===== src/rtl/lcd_pkg.sv =====
// lcd_pkg: shared types, command codes and helpers for the LCD write engine.
//   lcd_state_e    - write engine FSM states
//   CMD_CLEAR/HOME - instruction codes that need the long execution wait
//   is_long_wait() - true when a latched instruction needs the long wait
//   max2()         - constant-friendly maximum used to size the cycle timer
package lcd_pkg;

    typedef enum logic [2:0] {
        ST_IDLE      = 3'd0,
        ST_SETUP     = 3'd1,
        ST_E_HIGH    = 3'd2,
        ST_HOLD      = 3'd3,
        ST_WAIT_EXEC = 3'd4
    } lcd_state_e;

    localparam logic [7:0] CMD_CLEAR = 8'h01;
    localparam logic [7:0] CMD_HOME  = 8'h02;

    // Clear (0x01) and home (0x02/0x03, bit 0 is don't-care) are the slow
    // instructions; data writes never take the long wait.
    function automatic logic is_long_wait(input logic rs, input logic [7:0] data);
        return (rs == 1'b0) &&
               ((data[7:1] == CMD_HOME[7:1]) || (data == CMD_CLEAR));
    endfunction

    function automatic int max2(input int a, input int b);
        return (a > b) ? a : b;
    endfunction

endpackage


===== src/rtl/lcd_cycle_timer.sv =====
// lcd_cycle_timer: loadable down-counter shared by every timed engine state.
//   clk, rst_n - clock, asynchronous active-low reset
//   load       - load load_val this cycle (takes priority over counting)
//   load_val   - value to load, N-1 for an N-cycle interval
//   zero       - counter currently holds zero (interval elapsed)
module lcd_cycle_timer
    import lcd_pkg::*;
#(
    parameter int WIDTH = 8
) (
    input  logic             clk,
    input  logic             rst_n,
    input  logic             load,
    input  logic [WIDTH-1:0] load_val,
    output logic             zero
);

    logic [WIDTH-1:0] count_r;

    // Load on state entry, otherwise count down and park at zero.
    always_ff @(posedge clk or negedge rst_n) begin
        if (!rst_n) begin
            count_r <= '0;
        end else if (load) begin
            count_r <= load_val;
        end else if (count_r != '0) begin
            count_r <= count_r - WIDTH'(1);
        end else begin
            count_r <= count_r;
        end
    end

    assign zero = (count_r == '0);

endmodule


===== src/rtl/lcd_write_engine.sv =====
// lcd_write_engine: accepts instruction/data bytes over valid/ready and
// drives an HD44780-style bus with programmable setup, enable, hold and
// execution-wait timing, in 8-bit or 4-bit (high nibble first) mode.
//   clk, reset_n        - clock, asynchronous active-low reset
//   wr_valid/wr_ready   - request handshake; wr_rs selects data(1)/instr(0)
//   wr_data             - byte to write
//   busy                - transfer or execution wait in progress
//   done                - one-cycle pulse when a transfer's wait completes
//   RW_lcd, RS_lcd, E_lcd, data_lcd - registered LCD pins
module lcd_write_engine
    import lcd_pkg::*;
#(
    parameter int SETUP_CYC = 2,
    parameter int E_CYC     = 12,
    parameter int HOLD_CYC  = 1,
    parameter int EXEC_CYC  = 1850,
    parameter int LONG_CYC  = 76000,
    parameter int BUS_4BIT  = 0
) (
    input  logic       clk,
    input  logic       reset_n,
    input  logic       wr_valid,
    output logic       wr_ready,
    input  logic       wr_rs,
    input  logic [7:0] wr_data,
    output logic       busy,
    output logic       done,
    output logic       RW_lcd,
    output logic       RS_lcd,
    output logic       E_lcd,
    output logic [7:0] data_lcd
);

    localparam int MAX_CYC = max2(max2(max2(SETUP_CYC, E_CYC), max2(HOLD_CYC, EXEC_CYC)), LONG_CYC);
    localparam int CNT_W   = $clog2(MAX_CYC) + 1;

    localparam logic [CNT_W-1:0] SETUP_LD = CNT_W'(SETUP_CYC - 1);
    localparam logic [CNT_W-1:0] E_LD     = CNT_W'(E_CYC - 1);
    localparam logic [CNT_W-1:0] HOLD_LD  = CNT_W'(HOLD_CYC - 1);
    localparam logic [CNT_W-1:0] EXEC_LD  = CNT_W'(EXEC_CYC - 1);
    localparam logic [CNT_W-1:0] LONG_LD  = CNT_W'(LONG_CYC - 1);
    localparam logic             IS_4BIT  = (BUS_4BIT != 0);

    lcd_state_e       state_r;
    logic [3:0]       low_nib_r;
    logic             nib_r;
    logic             long_r;
    logic             rs_lcd_r;
    logic             e_lcd_r;
    logic [7:0]       data_lcd_r;
    logic             done_r;
    logic             busy_r;
    logic             ready_r;

    logic             accept_s;
    logic             zero_s;
    logic             load_s;
    logic [CNT_W-1:0] load_val_s;

    assign accept_s = (state_r == ST_IDLE) && wr_valid && ready_r;

    // Timer reload for whichever timed state is entered next.
    always_comb begin
        load_s     = 1'b0;
        load_val_s = '0;
        case (state_r)
            ST_IDLE: begin
                if (accept_s) begin
                    load_s     = 1'b1;
                    load_val_s = SETUP_LD;
                end else begin
                    load_s     = 1'b0;
                end
            end
            ST_SETUP: begin
                if (zero_s) begin
                    load_s     = 1'b1;
                    load_val_s = E_LD;
                end else begin
                    load_s     = 1'b0;
                end
            end
            ST_E_HIGH: begin
                if (zero_s) begin
                    load_s     = 1'b1;
                    load_val_s = HOLD_LD;
                end else begin
                    load_s     = 1'b0;
                end
            end
            ST_HOLD: begin
                if (zero_s && IS_4BIT && !nib_r) begin
                    load_s     = 1'b1;
                    load_val_s = SETUP_LD;
                end else if (zero_s) begin
                    load_s     = 1'b1;
                    load_val_s = long_r ? LONG_LD : EXEC_LD;
                end else begin
                    load_s     = 1'b0;
                end
            end
            default: begin
                load_s     = 1'b0;
                load_val_s = '0;
            end
        endcase
    end

    lcd_cycle_timer #(
        .WIDTH (CNT_W)
    ) u_timer (
        .clk      (clk),
        .rst_n    (reset_n),
        .load     (load_s),
        .load_val (load_val_s),
        .zero     (zero_s)
    );

    // Transfer FSM; all pins and status flags are registered here.
    always_ff @(posedge clk or negedge reset_n) begin
        if (!reset_n) begin
            state_r    <= ST_IDLE;
            low_nib_r  <= 4'h0;
            nib_r      <= 1'b0;
            long_r     <= 1'b0;
            rs_lcd_r   <= 1'b0;
            e_lcd_r    <= 1'b0;
            data_lcd_r <= 8'h00;
            done_r     <= 1'b0;
            busy_r     <= 1'b0;
            ready_r    <= 1'b0;
        end else begin
            done_r <= 1'b0;
            case (state_r)
                ST_IDLE: begin
                    if (accept_s) begin
                        state_r    <= ST_SETUP;
                        low_nib_r  <= wr_data[3:0];
                        nib_r      <= 1'b0;
                        long_r     <= is_long_wait(wr_rs, wr_data);
                        rs_lcd_r   <= wr_rs;
                        data_lcd_r <= IS_4BIT ? {wr_data[7:4], 4'h0} : wr_data;
                        busy_r     <= 1'b1;
                        ready_r    <= 1'b0;
                    end else begin
                        busy_r     <= 1'b0;
                        ready_r    <= 1'b1;
                    end
                end
                ST_SETUP: begin
                    if (zero_s) begin
                        state_r <= ST_E_HIGH;
                        e_lcd_r <= 1'b1;
                    end
                end
                ST_E_HIGH: begin
                    if (zero_s) begin
                        state_r <= ST_HOLD;
                        e_lcd_r <= 1'b0;
                    end
                end
                ST_HOLD: begin
                    if (zero_s && IS_4BIT && !nib_r) begin
                        // Second pass of a 4-bit transfer carries the low nibble.
                        state_r    <= ST_SETUP;
                        nib_r      <= 1'b1;
                        data_lcd_r <= {low_nib_r, 4'h0};
                    end else if (zero_s) begin
                        state_r <= ST_WAIT_EXEC;
                    end
                end
                ST_WAIT_EXEC: begin
                    if (zero_s) begin
                        state_r <= ST_IDLE;
                        done_r  <= 1'b1;
                        busy_r  <= 1'b0;
                        ready_r <= 1'b1;
                    end
                end
                default: begin
                    state_r <= ST_IDLE;
                    e_lcd_r <= 1'b0;
                    busy_r  <= 1'b0;
                    ready_r <= 1'b1;
                end
            endcase
        end
    end

    assign wr_ready = ready_r;
    assign busy     = busy_r;
    assign done     = done_r;
    assign RW_lcd   = 1'b0;
    assign RS_lcd   = rs_lcd_r;
    assign E_lcd    = e_lcd_r;
    assign data_lcd = data_lcd_r;

endmodule


===== config.mk =====
export PLATFORM = sky130hd
export DESIGN_NAME = lcd_write_engine
export DESIGN_NICKNAME = d
export VERILOG_FILES = /design/src/rtl/lcd_pkg.sv /design/src/rtl/lcd_cycle_timer.sv /design/src/rtl/lcd_write_engine.sv
export SDC_FILE = /design/constraint.sdc
export NUM_CORES = 1
export LEC_CHECK = 0
export ABC_AREA = 1
export ABC_CLOCK_PERIOD_IN_PS = 2200
export CELL_PAD_IN_SITES_DETAIL_PLACEMENT = 0
export CELL_PAD_IN_SITES_GLOBAL_PLACEMENT = 2
export CORE_UTILIZATION = 28
export CTS_BUF_LIST = sky130_fd_sc_hd__clkbuf_16
export DETAILED_ROUTE_END_ITERATION = 10
export PLACE_DENSITY_LB_ADDON = 0.1
export SETUP_SLACK_MARGIN = 0.4
export SLEW_MARGIN = 40
export SYNTH_ARGS = -nofsm -noshare
export SYNTH_HDL_FRONTEND = slang
export SYNTH_HIERARCHICAL = 1
export SYNTH_SLANG_ARGS = --single-unit

===== constraint.sdc =====
create_clock -name clk -period 2.2 [get_ports clk]
set_input_delay 0.44 -clock clk [delete_from_list [all_inputs] [get_ports clk]]
set_output_delay 0.44 -clock clk [all_outputs]
set_load 0.05 [all_outputs]

==> key figures, run 1 <==
Outcome
  – Status: finished clean

Logic synthesis
  – Post-synth top flop: dfrtp_1
  – Mux cell area share after synthesis: 0
  – Yosys top cell by area: dfrtp_1
  – XOR/XNOR Fraction of Synth Area: 0.004240
  – Syn Inst Count: approximately 280
  – Top cell type's share of synthesized area: 0.4240
  – Post-synthesis cell type count: 31
  – Synthesized area per cell: approximately 7.3 um^2
  – Post-synthesis sequential area ratio: 0.4240
  – Async set or reset register ratio after synthesis: 1.000
  – Adder-cell share of the synthesized area: 0.006057
  – Top cells by area, synth: dfrtp_1 42%, nand2_1 16%, nor2_1 6.0%, nand3_1 5.6%, inv_1 4.4%
  – Post-synth EDFFs: 0
  – Synth Area in Simple Gates: 0.3967
  – Syn. warnings: 6
  – Syn Std Cell Area: a little over 2000 um^2
  – Post-synthesis register bit count: 35
  – Complex-gate fraction of the synthesized area: 0.09207
  – Largest family of logic cells by synthesized area: simple AND/OR/NAND/NOR gates

Setup path
  – Crit path cell chain: nor2_2, nand2_2, nor2_8, nand4_1, nor2_4, inv_2, o21ai_4, inv_4, nand4_4, buf_4, nand2_1, o21ai_1
  – CP max FO: 10
  – CP startpoint kind: flop
  – Crit path largest cell delay: around 0.42 ns
  – Critical Path Sink Type: flop
  – Critical Path AT: 2.14 ns
  – WS Path Type: flop to flop
  – Critical-path top delay cell: dfrtp_1
  – Worst path required time: about 2.4 ns

Final layout
  – Reg area: ~880 um^2
  – # diodes: 0
  – Share of layout cells above drive strength 1: 0.2059
  – Commonest cells after routing, fill and taps aside: 88 x nand2_1, 35 x dfrtp_1, 30 x nor2_1
  – Commonest non-fill, non-tap cell in the layout: nand2_1
  – Syn-to-layout area delta: 35.37%
  – Non-Filler Instances: approximately 440
  – Multi-input logic area: 1107 um^2
  – Finished Cell Area: 2796 um^2
  – Fillers: between 700 and 800
  – Layout Nets: 353

GRT
  – Global Route Usage Sum: 0.1501
  – Number of global-route vias before repair: approximately 1,800
  – Gr ovfl total: 0
  – Initial antenna violation count: 0
  – First-pass GRT wire length: between 8000 and 9000 um
  – Largest net degree at the start of global routing: 24

STA
  – Worst slew margin: 0.6133
  – Setup TNS: 0 ns
  – Final period utilization: 0.8805
  – Worst Slack Setup Final: around 0.26 ns
  – FMAX: between 500 and 600 MHz
  – Clock skew: ~0.0036 ns
  – Final min period: 1.937 ns
  – Fin. Hold Viols: 0
  – RSZ-0062 raised after global routing: true
  – Final setup viols: 0
  – Slew Viols, Final: 0
  – Worst-Margin Slew: roughly 0.58 ns

Floorplan
  – Die Span Y: approximately 90 um
  – DIE WIDTH: 87.90 um
  – Total core area: between 6000 and 7000 um^2
  – Initial Utilization: 0.2975
  – Row cnt: 30
  – Die ar.: between 7000 and 8000 um^2
  – # IOs: 26

Placement
  – Gp weighted congestion: 0.7799
  – Port bufs: 24
  – Pre-CTS WS: between 0.1 and 0.15 ns
  – Post-DP HPWL: a little under 4000 um
  – DP Cell Count: around 410
  – Dpl cell area: 2517 um^2

Hold path
  – Min-Delay Path Class: input port to async pin

Drt
  – Wire per inst: ~12 um
  – First-pass DRT Iterations: 4
  – Vias: a little under 2,000
  – Via density: around 4.5
  – Routed Wire Length: 5401 um
  – Residual DRC: 0
  – Post-route ant nets: 0
  – Iteration-0 DRC Markers: between 80 and 90

Power
  – Tot Pwr: 3963 uW
  – Max IR drop VDD: just under 500 uV
  – Leak: about 0.0014 uW
  – PD cells: 1417 nW/um^2

CTS
  – Buffer depth of the longest clock path: 2
  – Inserted Clock Buffers: 5
  – H-tree Lvls: 2
  – CTS tree: done
  – Reg clk slew, reported paths: 0.05 ns
  – Clk Latency, worst-skew pair: 0.27 ns
  – CTS Sinks: 35
  – Root Driver: clkbuf_16

Run
  – Max cap viols: 0
[final cells by class]
| class | instances | share of cell area |
|---|---|---|
| inverter | 30 | 0.04206 |
| clock buffer | 5 | 0.04474 |
| tap | 96 | 0.04295 |
| clock inverter | 2 | 0.003132 |
| multi-input combinational | 216 | 0.3960 |
| timing repair buffer | 52 | 0.1579 |
| sequential | 35 | 0.3132 |
[report_power, final]
part | switching [uW] | leakage, uW | internal [uW]
logic | 1380 | 0.000912 | 769
clock network | 255 | 0.0000671 | 407
registers | 236 | 0.000441 | 921
[what timing repair did]
item,CTS,global route
pin swaps,7,3
setup buffers,9,8
hold buffers,0,0
gates resized for setup,18,5
endpoints found under the setup margin,35,22
hold endpoints to repair,0,0
[registers in the layout, summed over array words and instances, names as in the netlist]
| register | count |
|---|---|
| E_lcd | 1 |
| done | 1 |
| state_r | 3 |
| data_lcd | 8 |
| wr_ready | 1 |
| busy | 1 |
| RS_lcd | 1 |
| long_r | 1 |
| u_timer/count_r | 18 |
[cell usage after synthesis (2+ instances only)]
library cell / number
a21oi_1: 14
nor2_1: 33
nor3_1: 2
nand2_2: 2
dfrtp_1: 35
inv_1: 24
o21ai_1: 8
nand4_1: 5
clkbuf_1: 2
buf_6: 2
o21ai_0: 16
nor2_2: 4
nand3_1: 23
nand2_1: 88
nor2_4: 4
inv_2: 6
[routing by layer]
metal	wire length (um)	track usage	share of wire	up-vias
li1	-	-	-	1009
met1	2741	0.2088	0.51	901
met2	2477	0.2396	0.46	32
met3	163	0.02922	0.030	2
met4	19	0.03577	0.0035	0
met5	0	0	0	-
[critical path, delay by kind of cell, from the launching register on]
family | cells | cell delay, ns
buffers and inverters | 3 | 0.33
flip-flops | 1 | 0.42
AND/OR/NAND/NOR | 7 | 0.85
AO/OA/AOI/OAI | 2 | 0.25
[through the flow]
step / hold slack (ns) / util
finish: 0.1637 / 0.4027
global route: 0.2041 / 0.4027
detailed placement: 0.4689 / 0.3625
floorplan: 0.1444 / -
global placement: 0.4623 / 0.3625
CTS: 0.1968 / 0.3910
[final timing paths]
check	startpoint	endpoint	slack [ns]	depth (start not counted)
min in group clk	busy	busy	0.47	2
worst max register to register	u_timer/count_r[5]	u_timer/count_r[1]	0.26	12
worst max-delay path	u_timer/count_r[5]	u_timer/count_r[1]	0.26	12
worst min-delay path	reset_n	u_timer/count_r[3]	0.16	1
max in group asynchronous	reset_n	wr_ready	1.50	2
worst min register to register	busy	busy	0.47	2
[logic make-up (layout without fill, tap and decap cells)]
logic type / count (synthesis) / in the layout
simple gates: 171 / 171
compound gates: 38 / 38
buf+inv: 36 / 89
flops: 35 / 35
fa+ha+maj: 1 / 1
other cells: 1 / 5
xor+xnor: 1 / 1
Power figures use the tool's default switching activity.
==> run 2, diff against run 1 <==
--- a/config.mk
+++ b/config.mk
@@ -9,6 +9,7 @@
 export ABC_CLOCK_PERIOD_IN_PS = 2200
 export CELL_PAD_IN_SITES_DETAIL_PLACEMENT = 0
 export CELL_PAD_IN_SITES_GLOBAL_PLACEMENT = 2
+export CORE_MARGIN = 4
 export CORE_UTILIZATION = 28
 export CTS_BUF_LIST = sky130_fd_sc_hd__clkbuf_16
 export DETAILED_ROUTE_END_ITERATION = 10
==> key figures, run 2 (synthesis gave the netlist of run 1 again) <==
GRT
  – Grt met3 use: 0.03365 (+0.004436)
  – M2 GR Usage: 0.2212 (-0.01843)
  – Number of global-route vias before repair: 1,970 (+9.8%)
  – Global Route Usage Sum: 0.1435 (-0.006621)
  – Grt met1 use: 0.1937 (-0.01510)
  – Gr busiest metal: met2
  – First-pass GRT wire length: 9735 um (+10%)
  – Largest net degree at the start of global routing: 36 (+50%)
  – Gr ovfl total: 0 (unchanged)
  – Initial antenna violation count: 0 (unchanged)

Drt
  – Residual DRC: 0 (unchanged)
  – Iteration-0 DRC Markers: 77 (-7.2%)
  – First-pass DRT Iterations: 4 (unchanged)
  – Via density: 4.389 (-1.6%)
  – Routed Wire Length: 5816 um (+7.7%)
  – Vias: 1,984 (+2.1%)
  – Wire per inst: 12.87 um (+3.9%)
  – Post-route ant nets: 0 (unchanged)

Final layout
  – # diodes: 0 (unchanged)
  – Layout Nets: 365 (+3.4%)
  – Finished Cell Area: 2978 um^2 (+6.5%)
  – Commonest non-fill, non-tap cell in the layout: nand2_1
  – Syn-to-layout area delta: 44.16%
  – Max FFs per register: 18 (unchanged)
  – Reg with most FFs: u_timer/count_r
  – Share of layout cells above drive strength 1: 0.2606 (+0.05474)
  – Commonest cells after routing, fill and taps aside: 83 x nand2_1, 35 x dfrtp_1, 34 x buf_4

Power
  – Max IR drop VDD: 457.2 uV (-5.8%)
  – Leak: 0.001504 uW (+5.9%)
  – PD cells: 1431 nW/um^2 (+0.95%)

STA
  – Worst Slack Setup Final: 0.2271 ns (-0.03569 ns)
  – Final min period: 1.973 ns (+0.03569 ns)
  – Worst slew margin: 0.6638 (+0.05054)
  – Fin. Hold Viols: 0 (unchanged)
  – Clock skew: 0.002838 ns (-0.0007925 ns)
  – Setup TNS: 0 ns (unchanged)
  – Final setup viols: 0 (unchanged)
  – Slew Viols, Final: 0 (unchanged)
  – RSZ-0062 raised after global routing: true
  – Worst-Margin Slew: 0.5063 ns (-0.07380 ns)
  – FMAX: 506.9 MHz (-1.8%)
  – Final period utilization: 0.8968 (+0.01622)

Floorplan
  – Initial Utilization: 0.2863 (-0.01114)
  – Die ar.: 8816 um^2 (+14%)
  – DIE WIDTH: 93.90 um (+6.8%)
  – Row cnt: 31 (+3.3%)
  – # IOs: 26 (unchanged)
  – Die Span Y: 93.90 um (+6.8%)
  – Total core area: 7214 um^2 (+3.9%)

Setup path
  – CP max FO: 8 (-2)
  – Critical Path Sink Type: flop
  – Critical Path AT: 2.18 ns (+0.04 ns)
  – CP startpoint kind: flop
  – Worst path required time: 2.41 ns (about the same)
  – WS Path Type: flop to flop

CTS
  – Root Driver: clkbuf_16
  – CTS tree: done
  – Clk Latency, worst-skew pair: 0.28 ns (about the same)
  – Reg clk slew, reported paths: 0.06 ns (about the same)
  – CTS Sinks: 35 (unchanged)
  – Hold buffers post-CTS: 0 (unchanged)
  – Buffer depth of the longest clock path: 2 (unchanged)
  – Inserted Clock Buffers: 5 (unchanged)
  – H-tree Lvls: 2 (unchanged)

Run
  – Max cap viols: 0 (unchanged)

Hold path
  – Min-Delay Path Class: input port to async pin

Placement
  – Dpl cell area: 2521 um^2 (+0.15%)
  – Post-DP HPWL: 3969 um (+0.72%)
  – Gp weighted congestion: 0.7560 (-3.1%)
  – Port bufs: 24 (unchanged)
  – Pre-CTS WS: 0.1384 ns (+0.01981 ns)

Outcome
  – Status: finished clean
run 2: cell types whose count changed in the layout (fill, tap and decap cells not counted), moves of 2 or more:
cell	delta
nor2_1	-2
buf_4	+7
nand3_4	+2
nor2_2	+2
buf_6	+3
nand2_1	-5
a21oi_1	-2
inv_1	+2
a21oi_2	+2
nand2_2	+5
run 2: what timing repair did:
item	in CTS	in global routing
endpoints found under the setup margin	35	22
pin swaps	10	16
gates resized for setup	24	18
gates cloned	0	1
setup buffers	23	5
run 2: metrics by stage:
| stage | hold slack, ns | power (uW) | util | instances |
|---|---|---|---|---|
| finish | 0.2088 | 4260 | 0.4128 | 452 |
| global placement | 0.4594 | 3259 | 0.3495 | 415 |
| global route | 0.2581 | 4598 | 0.4128 | 452 |
| CTS | 0.2370 | 4140 | 0.3958 | 446 |
| detailed placement | 0.4630 | 3226 | 0.3495 | 415 |
| floorplan | 0.1444 | 2689 | - | 287 |
run 2: layout make-up:
cell class / instances / area [um^2]
fill: 778 / 4237
tap: 99 / 123.9
clock buffer: 5 / 125.1
sequential: 35 / 875.8
timing repair buffer: 64 / 568.0
inverter: 30 / 120.1
clock inverter: 3 / 12.51
multi-input combinational: 216 / 1152
run 2: critical path, stage by stage (launching register included):
cell     delay, ns
dfrtp_1       0.39
inv_2         0.08
ha_4          0.14
nand2_4       0.07
nor2_8        0.11
nand4_1       0.15
nor2_4        0.19
inv_2         0.07
o21ai_4       0.21
inv_4         0.10
buf_8         0.15
nand3_1       0.08
o21ai_1       0.06
nor2_1        0.09
run 2: report_power, final:
| part | switching [uW] | internal (uW) |
|---|---|---|
| Sequential | 235 | 921 |
| Clock | 278 | 410 |
| Combinational | 1460 | 957 |
run 2: path summary, 6_finish.rpt:
| path | depth (start not counted) | end | from | slack, ns |
|---|---|---|---|---|
| setup / recovery | 13 | u_timer/count_r[10] | u_timer/count_r[0] | 0.23 |
| hold / removal | 2 | u_timer/count_r[5] | reset_n | 0.21 |
| setup reg to reg | 13 | u_timer/count_r[10] | u_timer/count_r[0] | 0.23 |
| hold reg to reg | 2 | busy | busy | 0.47 |
| max in group asynchronous | 2 | u_timer/count_r[12] | reset_n | 1.65 |
| min in group clk | 2 | busy | busy | 0.47 |
run 2: metal layers:
metal / wire, um / vias up / share of wire
met4: 80 / 0 / 0.014
met3: 182 / 6 / 0.031
met1: 2882 / 905 / 0.50
met2: 2671 / 31 / 0.46
li1: - / 1042 / -
met5: 0 / - / 0
==> run 3, diff against run 2 <==
--- a/config.mk
+++ b/config.mk
@@ -7,6 +7,7 @@
 export LEC_CHECK = 0
 export ABC_AREA = 1
 export ABC_CLOCK_PERIOD_IN_PS = 2200
+export CAP_MARGIN = 10
 export CELL_PAD_IN_SITES_DETAIL_PLACEMENT = 0
 export CELL_PAD_IN_SITES_GLOBAL_PLACEMENT = 2
 export CORE_MARGIN = 4
==> results of run 3 <==
Same layout as run 2: the final DEF is identical, and so are final timing and power.
